**src/rtl/mem_arbiter_if.sv**
```systemverilog
// Request-side and RAM-side signals of the fetch/data memory arbiter.
// slave is the arbiter's view; master is the requester/RAM view.
interface mem_arbiter_if;
  logic        iREN;
  logic [31:0] iaddr;
  logic [31:0] iload;
  logic        ihit;
  logic        dREN;
  logic        dWEN;
  logic [31:0] daddr;
  logic [31:0] dstore;
  logic [31:0] dload;
  logic        dhit;
  logic        ramREN;
  logic        ramWEN;
  logic [31:0] ramaddr;
  logic [31:0] ramstore;
  logic [31:0] ramload;
  logic        ramready;
  logic        err;

  modport slave (
    input  iREN, iaddr, dREN, dWEN, daddr, dstore,
    input  ramload, ramready,
    output iload, ihit, dload, dhit, err,
    output ramREN, ramWEN, ramaddr, ramstore
  );

  modport master (
    output iREN, iaddr, dREN, dWEN, daddr, dstore,
    output ramload, ramready,
    input  iload, ihit, dload, dhit, err,
    input  ramREN, ramWEN, ramaddr, ramstore
  );
endinterface

```
**src/rtl/mem_arbiter.sv**
```systemverilog
// Arbitrates fetch and data requests onto one single-ported RAM.
// Data has priority; a bounded streak counter forces fetches through.
module mem_arbiter #(
  parameter int          STARVE_LIMIT = 4,
  parameter int          TIMEOUT      = 255,
  parameter logic [31:0] ERR_WORD     = 32'hBAD1BAD1
) (
  input logic         CLK,
  input logic         RST,
  mem_arbiter_if.slave bus
);

  localparam int SW = (STARVE_LIMIT < 1) ? 1 : $clog2(STARVE_LIMIT + 1);
  localparam logic [SW-1:0] SLIM  = SW'(STARVE_LIMIT);
  localparam logic [7:0]    WLAST = 8'(TIMEOUT - 1);

  typedef enum logic [2:0] {IDLE, IACC, DRD, DWR, DONE} state_t;

  state_t      state_q, state_d;
  logic [SW-1:0] streak_q, streak_d;
  logic [7:0]  wdog_q, wdog_d;
  logic [31:0] addr_q, addr_d;
  logic [31:0] store_q, store_d;
  logic [31:0] iload_q, iload_d;
  logic [31:0] dload_q, dload_d;
  logic        ihit_q, ihit_d;
  logic        dhit_q, dhit_d;
  logic        err_q, err_d;
  logic        ren_q, ren_d;
  logic        wen_q, wen_d;
  logic        dreq, starve, fin;

  always_comb begin
    state_d  = state_q;
    streak_d = streak_q;
    wdog_d   = wdog_q;
    addr_d   = addr_q;
    store_d  = store_q;
    iload_d  = iload_q;
    dload_d  = dload_q;
    ihit_d   = 1'b0;
    dhit_d   = 1'b0;
    err_d    = 1'b0;
    dreq     = bus.dREN | bus.dWEN;
    starve   = (STARVE_LIMIT != 0) && bus.iREN
               && (streak_q == SLIM);
    fin      = bus.ramready || (wdog_q == WLAST);
    unique case (state_q)
      IDLE: begin
        wdog_d = '0;
        if (dreq && !starve) begin
          state_d = bus.dWEN ? DWR : DRD;
          addr_d  = bus.daddr;
          if (bus.dWEN) store_d = bus.dstore;
          if (!bus.iREN)
            streak_d = '0;
          else if (streak_q != SLIM)
            streak_d = streak_q + 1'b1;
        end else if (bus.iREN) begin
          state_d  = IACC;
          addr_d   = bus.iaddr;
          streak_d = '0;
        end
      end
      IACC, DRD, DWR: begin
        if (fin) begin
          state_d = DONE;
          wdog_d  = '0;
          err_d   = !bus.ramready;
          // A timed-out read returns the error word instead of RAM data
          if (state_q == IACC) begin
            ihit_d  = 1'b1;
            iload_d = bus.ramready ? bus.ramload : ERR_WORD;
          end else begin
            dhit_d = 1'b1;
            if (state_q == DRD)
              dload_d = bus.ramready ? bus.ramload : ERR_WORD;
          end
        end else begin
          wdog_d = wdog_q + 8'd1;
        end
      end
      DONE:    state_d = IDLE;
      default: state_d = IDLE;
    endcase
    ren_d = (state_d == IACC) || (state_d == DRD);
    wen_d = (state_d == DWR);
  end

  always_ff @(posedge CLK) begin
    if (RST) begin
      state_q  <= IDLE;
      streak_q <= '0;
      wdog_q   <= '0;
      addr_q   <= '0;
      store_q  <= '0;
      iload_q  <= '0;
      dload_q  <= '0;
      ihit_q   <= 1'b0;
      dhit_q   <= 1'b0;
      err_q    <= 1'b0;
      ren_q    <= 1'b0;
      wen_q    <= 1'b0;
    end else begin
      state_q  <= state_d;
      streak_q <= streak_d;
      wdog_q   <= wdog_d;
      addr_q   <= addr_d;
      store_q  <= store_d;
      iload_q  <= iload_d;
      dload_q  <= dload_d;
      ihit_q   <= ihit_d;
      dhit_q   <= dhit_d;
      err_q    <= err_d;
      ren_q    <= ren_d;
      wen_q    <= wen_d;
    end
  end

  assign bus.ramREN   = ren_q;
  assign bus.ramWEN   = wen_q;
  assign bus.ramaddr  = addr_q;
  assign bus.ramstore = store_q;
  assign bus.iload    = iload_q;
  assign bus.dload    = dload_q;
  assign bus.ihit     = ihit_q;
  assign bus.dhit     = dhit_q;
  assign bus.err      = err_q;

endmodule

```
**src/flat_wrapper.sv**
```systemverilog
// flat-port wrapper written by rule: the top's interface ports become plain ports
module mem_arbiter_flat 
#(
  parameter int          STARVE_LIMIT = 4,
  parameter int          TIMEOUT      = 255,
  parameter logic [31:0] ERR_WORD     = 32'hBAD1BAD1
)
  (CLK, RST, bus_iREN, bus_iaddr, bus_dREN, bus_dWEN, bus_daddr, bus_dstore, bus_ramload, bus_ramready, bus_iload, bus_ihit, bus_dload, bus_dhit, bus_err, bus_ramREN, bus_ramWEN, bus_ramaddr, bus_ramstore);
  mem_arbiter_if bus_i ();
  input logic CLK;
  input logic RST;
  input wire logic [$bits(bus_i.iREN)-1:0] bus_iREN;
  input wire logic [$bits(bus_i.iaddr)-1:0] bus_iaddr;
  input wire logic [$bits(bus_i.dREN)-1:0] bus_dREN;
  input wire logic [$bits(bus_i.dWEN)-1:0] bus_dWEN;
  input wire logic [$bits(bus_i.daddr)-1:0] bus_daddr;
  input wire logic [$bits(bus_i.dstore)-1:0] bus_dstore;
  input wire logic [$bits(bus_i.ramload)-1:0] bus_ramload;
  input wire logic [$bits(bus_i.ramready)-1:0] bus_ramready;
  output wire logic [$bits(bus_i.iload)-1:0] bus_iload;
  output wire logic [$bits(bus_i.ihit)-1:0] bus_ihit;
  output wire logic [$bits(bus_i.dload)-1:0] bus_dload;
  output wire logic [$bits(bus_i.dhit)-1:0] bus_dhit;
  output wire logic [$bits(bus_i.err)-1:0] bus_err;
  output wire logic [$bits(bus_i.ramREN)-1:0] bus_ramREN;
  output wire logic [$bits(bus_i.ramWEN)-1:0] bus_ramWEN;
  output wire logic [$bits(bus_i.ramaddr)-1:0] bus_ramaddr;
  output wire logic [$bits(bus_i.ramstore)-1:0] bus_ramstore;
  assign bus_i.iREN = bus_iREN;
  assign bus_i.iaddr = bus_iaddr;
  assign bus_i.dREN = bus_dREN;
  assign bus_i.dWEN = bus_dWEN;
  assign bus_i.daddr = bus_daddr;
  assign bus_i.dstore = bus_dstore;
  assign bus_i.ramload = bus_ramload;
  assign bus_i.ramready = bus_ramready;
  assign bus_iload = bus_i.iload;
  assign bus_ihit = bus_i.ihit;
  assign bus_dload = bus_i.dload;
  assign bus_dhit = bus_i.dhit;
  assign bus_err = bus_i.err;
  assign bus_ramREN = bus_i.ramREN;
  assign bus_ramWEN = bus_i.ramWEN;
  assign bus_ramaddr = bus_i.ramaddr;
  assign bus_ramstore = bus_i.ramstore;
  mem_arbiter #(.STARVE_LIMIT(STARVE_LIMIT), .TIMEOUT(TIMEOUT), .ERR_WORD(ERR_WORD)) u_core (.CLK(CLK), .RST(RST), .bus(bus_i));
endmodule
```
**config.mk**
```make
export PLATFORM = sky130hd
export DESIGN_NAME = mem_arbiter_flat
export DESIGN_NICKNAME = d
export VERILOG_FILES = /design/src/rtl/mem_arbiter_if.sv /design/src/rtl/mem_arbiter.sv /design/src/flat_wrapper.sv
export SDC_FILE = /design/constraint.sdc
export NUM_CORES = 1
export LEC_CHECK = 0
export ABC_AREA = 1
export BUFFER_PORTS_ARGS = -buffer_cell sky130_fd_sc_hd__buf_2
export CAP_MARGIN = 40
export CORE_MARGIN = 4
export CORE_UTILIZATION = 35
export CTS_BUF_LIST = sky130_fd_sc_hd__clkbuf_8
export DETAILED_ROUTE_END_ITERATION = 8
export GPL_ROUTABILITY_DRIVEN = 0
export PLACE_DENSITY_LB_ADDON = 0.25
export SETUP_SLACK_MARGIN = 0.5
export SLEW_MARGIN = 10
export SYNTH_ARGS = -nofsm -noshare
export SYNTH_HDL_FRONTEND = slang
export SYNTH_SLANG_ARGS = --single-unit
```
**constraint.sdc**
```tcl
create_clock -name CLK -period 1.9 [get_ports CLK]
set_clock_uncertainty 0.05 [all_clocks]
set_input_delay 0.38 -clock CLK [delete_from_list [all_inputs] [get_ports CLK]]
set_output_delay 0.38 -clock CLK [all_outputs]
set_load 0.05 [all_outputs]
```
==> summary.md <==
| Metric | Value |
|---|---|
| Hold-fix buffers, CTS | `0` |
| DP Cell Count | `1266` |
| Worst hold start | `bus_dstore[25]` |
| Synth warnings | `0` |
| Vias in the first global route | `6555` |
| Die width | `138 um` |
| Die height | `138 um` |
| Maximum clock rate | `0.642 GHz` |
| Peak VDD IR | `0.490 mV` |
| Post-synth top area cell | `dfxtp_1` |
| Non-filler cells, final | `1418` |
| Largest net degree at the start of global routing | `73` |
| Final-report hold violation count | `0` |
| I/O Pins | `267` |
| Final WS setup | `343 ps` |
| P_leak | `0.00517 uW` |
| Starting density of the core | `35.7%` |
| EDFF count, synth | `0` |
| Most used cell, CP | `nand2_4` |
| HP Class | `primary input to register` |
| Slew @ Worst Pin | `645 ps` |
| Setup WS pre-CTS | `211 ps` |
| Sequential area share after synthesis | `49.6%` |
| Area Overhead vs Synth | `99.1%` |
| Setup TNS | `0 ps` |
| Multi-input logic area | `3540 sq um` |
| Row Count | `47` |
| Hold EP | `u_core.bus.ramstore[25]` |
| CP Launch Type | `register` |
| DIE AREA | `19100 sq um` |
| Worst path required time | `2190 ps` |
| RSZ-0062 raised after global routing | `true` |
| FILL cells | `1162` |
| H-tree levels | `4` |
| P per Cell Area | `872 nW/um^2` |
| Status | `complete, no violations` |
| GR Util All Layers | `21.1%` |
| Ant diodes | `0` |
| Final min period | `1560 ps` |
| ANT nets after route | `0` |
| CTS root buf | `clkbuf_8` |
| Vias | `6929` |
| Post-DR vias/cell | `4.89` |
| MaxCap Viol Count | `0` |
| Hold Path Depth | `3` |
| R2r setup slk | `340 ps` |
| Gr ovfl total | `0` |
| Crit-path max FO | `5` |
| First-pass GRT wire length | `33300 um` |
| WP data arrival | `1840 ps` |
| Path type of the worst setup path | `register to register` |
| DRC viols | `0` |
| Largest stage delay, worst path | `350 ps` |
| First-iteration detailed-routing DRC count | `314` |
| Most frequent cell after synthesis | `nor2_1` |
| Worst skew pair latency | `440 ps` |
| CTS Sinks | `147` |
| Total wire length | `24100 um` |
| Placed cell areas | `7630 sq um` |
| Worst R2R Path Depth | `10` |
| Antenna violations before repair | `0` |
| Layout Nets | `1324` |
| Drt pass-1 iters | `5` |
| Cts bufs inserted | `17` |
| Worst path cell trace | `inv_2 > ha_4 > nand2_4 > nor2_4 > nand2_4 > buf_12 > nand2_8 > clkbuf_16 > a21oi_2 > nor2_1` |
| FFs w/ async S/R, synth | `0%` |
| Final setup fails | `0` |
| Mean post-synth cell area | `7.31 sq um` |
| Core Util, Final | `71.2%` |
| Finished Cell Area | `11800 sq um` |
| Reg clk slew, reported paths | `90 ps` |
| Cell area after synthesis | `5930 sq um` |
| Most frequent cells after synthesis | `nor2_1 (179), dfxtp_1 (147), nand2_1 (136), a21oi_1 (107), o21ai_0 (103)` |
| #FFs+latches synth | `147` |
| End of the worst register-to-register path | `u_core.bus.dload[6]` |
| Slew headroom | `56.9%` |
| Drt wl/cell | `17.0 um` |
| Top cells by area, synth | `dfxtp_1 (50%), nor2_1 (11%), a21oi_1 (9.0%)` |
| Gate Count Post-Synth | `811` |
| Netlist cell types | `22` |
| Slew Limit Fails | `0` |
| Post-DP HPWL | `12400 um` |
| Top FF cell, synth | `dfxtp_1` |
| Port bufs | `266` |
| Crit-path slowest cell | `dfxtp_2` |
| R2R Path Start | `u_core.wdog_q[0]` |
| TritonCTS clock tree | `yes` |
| Placeable Area | `16600 sq um` |
| Seq. cell area | `3190 sq um` |
| Longest Clk Path Bufs | `2` |
| Synth Net Count | `949` |
| Final worst-path cycle share | `81.9%` |
| CP Capture Type | `register` |
| Layout cells sized above 1 | `66.6%` |
| Top cell type's share of synthesized area | `49.6%` |
==> through the flow <==
step           hold slack [ps]  power [uW]
2_1_floorplan              381        5390
3_3_place_gp               396        6040
3_5_place_dp               402        6060
4_1_cts                    100        9660
5_1_grt                    102       10700
6_report                   125       10300
==> layout by cell type, fill, tap and decap left out, types with 7 or more instances in the layout <==
| cell type | n |
|---|---|
| nor2_1 | 139 |
| buf_2 | 133 |
| buf_8 | 124 |
| dfxtp_2 | 114 |
| nand2_1 | 98 |
| buf_4 | 98 |
| a21oi_2 | 60 |
| o21ai_0 | 43 |
| a21oi_1 | 41 |
| o21ai_1 | 30 |
| dfxtp_4 | 29 |
| inv_1 | 28 |
| nor2_2 | 27 |
| o21ai_2 | 26 |
| nand2_4 | 25 |
| buf_6 | 21 |
| or2_2 | 18 |
| clkbuf_8 | 18 |
| nor2_4 | 17 |
| buf_12 | 17 |
| nand2_2 | 11 |
| inv_2 | 9 |
| nand3_1 | 8 |
| clkbuf_16 | 7 |
==> logic make-up (layout without fill, tap and decap cells) <==
family / count (synthesis) / in the layout / synth area share, %
and+or+nand+nor: 353 / 354 / 24.1
AOI/OAI and AO/OA: 212 / 212 / 18.0
DFF: 147 / 147 / 49.6
buffers and inverters: 91 / 477 / 6.86
adders and majority gates: 4 / 4 / 0.844
xor gates and xnor gates: 4 / 4 / 0.591
==> how the worst max path moves through the flow <==
stage | start | to | slack, ps | depth (start not counted)
2_1_floorplan | u_core.streak_q[0] | u_core.bus.ramstore[11] | 480 | 7
3_3_place_gp | bus_dWEN | u_core.bus.ramaddr[11] | 240 | 9
3_5_place_dp | bus_dWEN | u_core.bus.ramaddr[1] | 210 | 9
4_1_cts | u_core.wdog_q[0] | u_core.bus.dload[19] | 420 | 10
5_1_grt | u_core.wdog_q[0] | u_core.bus.iload[8] | 280 | 10
6_report | u_core.wdog_q[0] | u_core.bus.dload[6] | 340 | 10
==> area by class of cell <==
| cell class | instances | area share, % |
|---|---|---|
| clock inverters | 13 | 1.36 |
| inverters | 39 | 1.44 |
| flip-flops and latches | 147 | 27.1 |
| clock buffers | 18 | 2.10 |
| repair buffers | 407 | 35.7 |
| multi-input cells | 574 | 30.0 |
| well taps | 220 | 2.33 |
==> flip-flops by register name, summed over array words and instances, names as in the netlist <==
name and count:
u_core.streak_q 3, u_core.bus.iload 32, u_core.bus.dload 32, u_core.bus.ramaddr 32, u_core.wdog_q 8, u_core.bus.ramWEN 1
u_core.bus.dhit 1, u_core.bus.ramstore 32, u_core.bus.ihit 1, u_core.bus.err 1, u_core.state_q 3, u_core.bus.ramREN 1
==> repair_timing <==
item	4_1_cts	5_1_grt
pin swaps	23	48
gates cloned	11	11
setup buffers	49	50
gates resized for setup	595	289
setup endpoints to repair	271	273
==> where the power goes <==
| group | switching, uW | internal, uW | leakage, uW |
|---|---|---|---|
| combinational | 2240 | 1790 | 0.00369 |
| clock | 1250 | 1330 | 0.000205 |
| sequential | 272 | 3400 | 0.00127 |
==> critical path: cells and delay by family, from the launching register on <==
kind / cells / cell delay (ps)
buffers and inverters: 3 / 400
adders and majority gates: 1 / 160
and+or+nand+nor: 5 / 370
DFF: 1 / 350
AOI/OAI and AO/OA: 1 / 140
==> metal layers <==
| metal | global-route usage, % | vias up | wire, um |
|---|---|---|---|
| met1 | 24.2 | 3257 | 9300 |
| met5 | 0 | - | 0 |
| met4 | 7.28 | 0 | 507 |
| met2 | 37.5 | 255 | 12700 |
| met3 | 5.94 | 39 | 1570 |
| li1 | - | 3378 | - |
(Power assumes the default switching activity.)
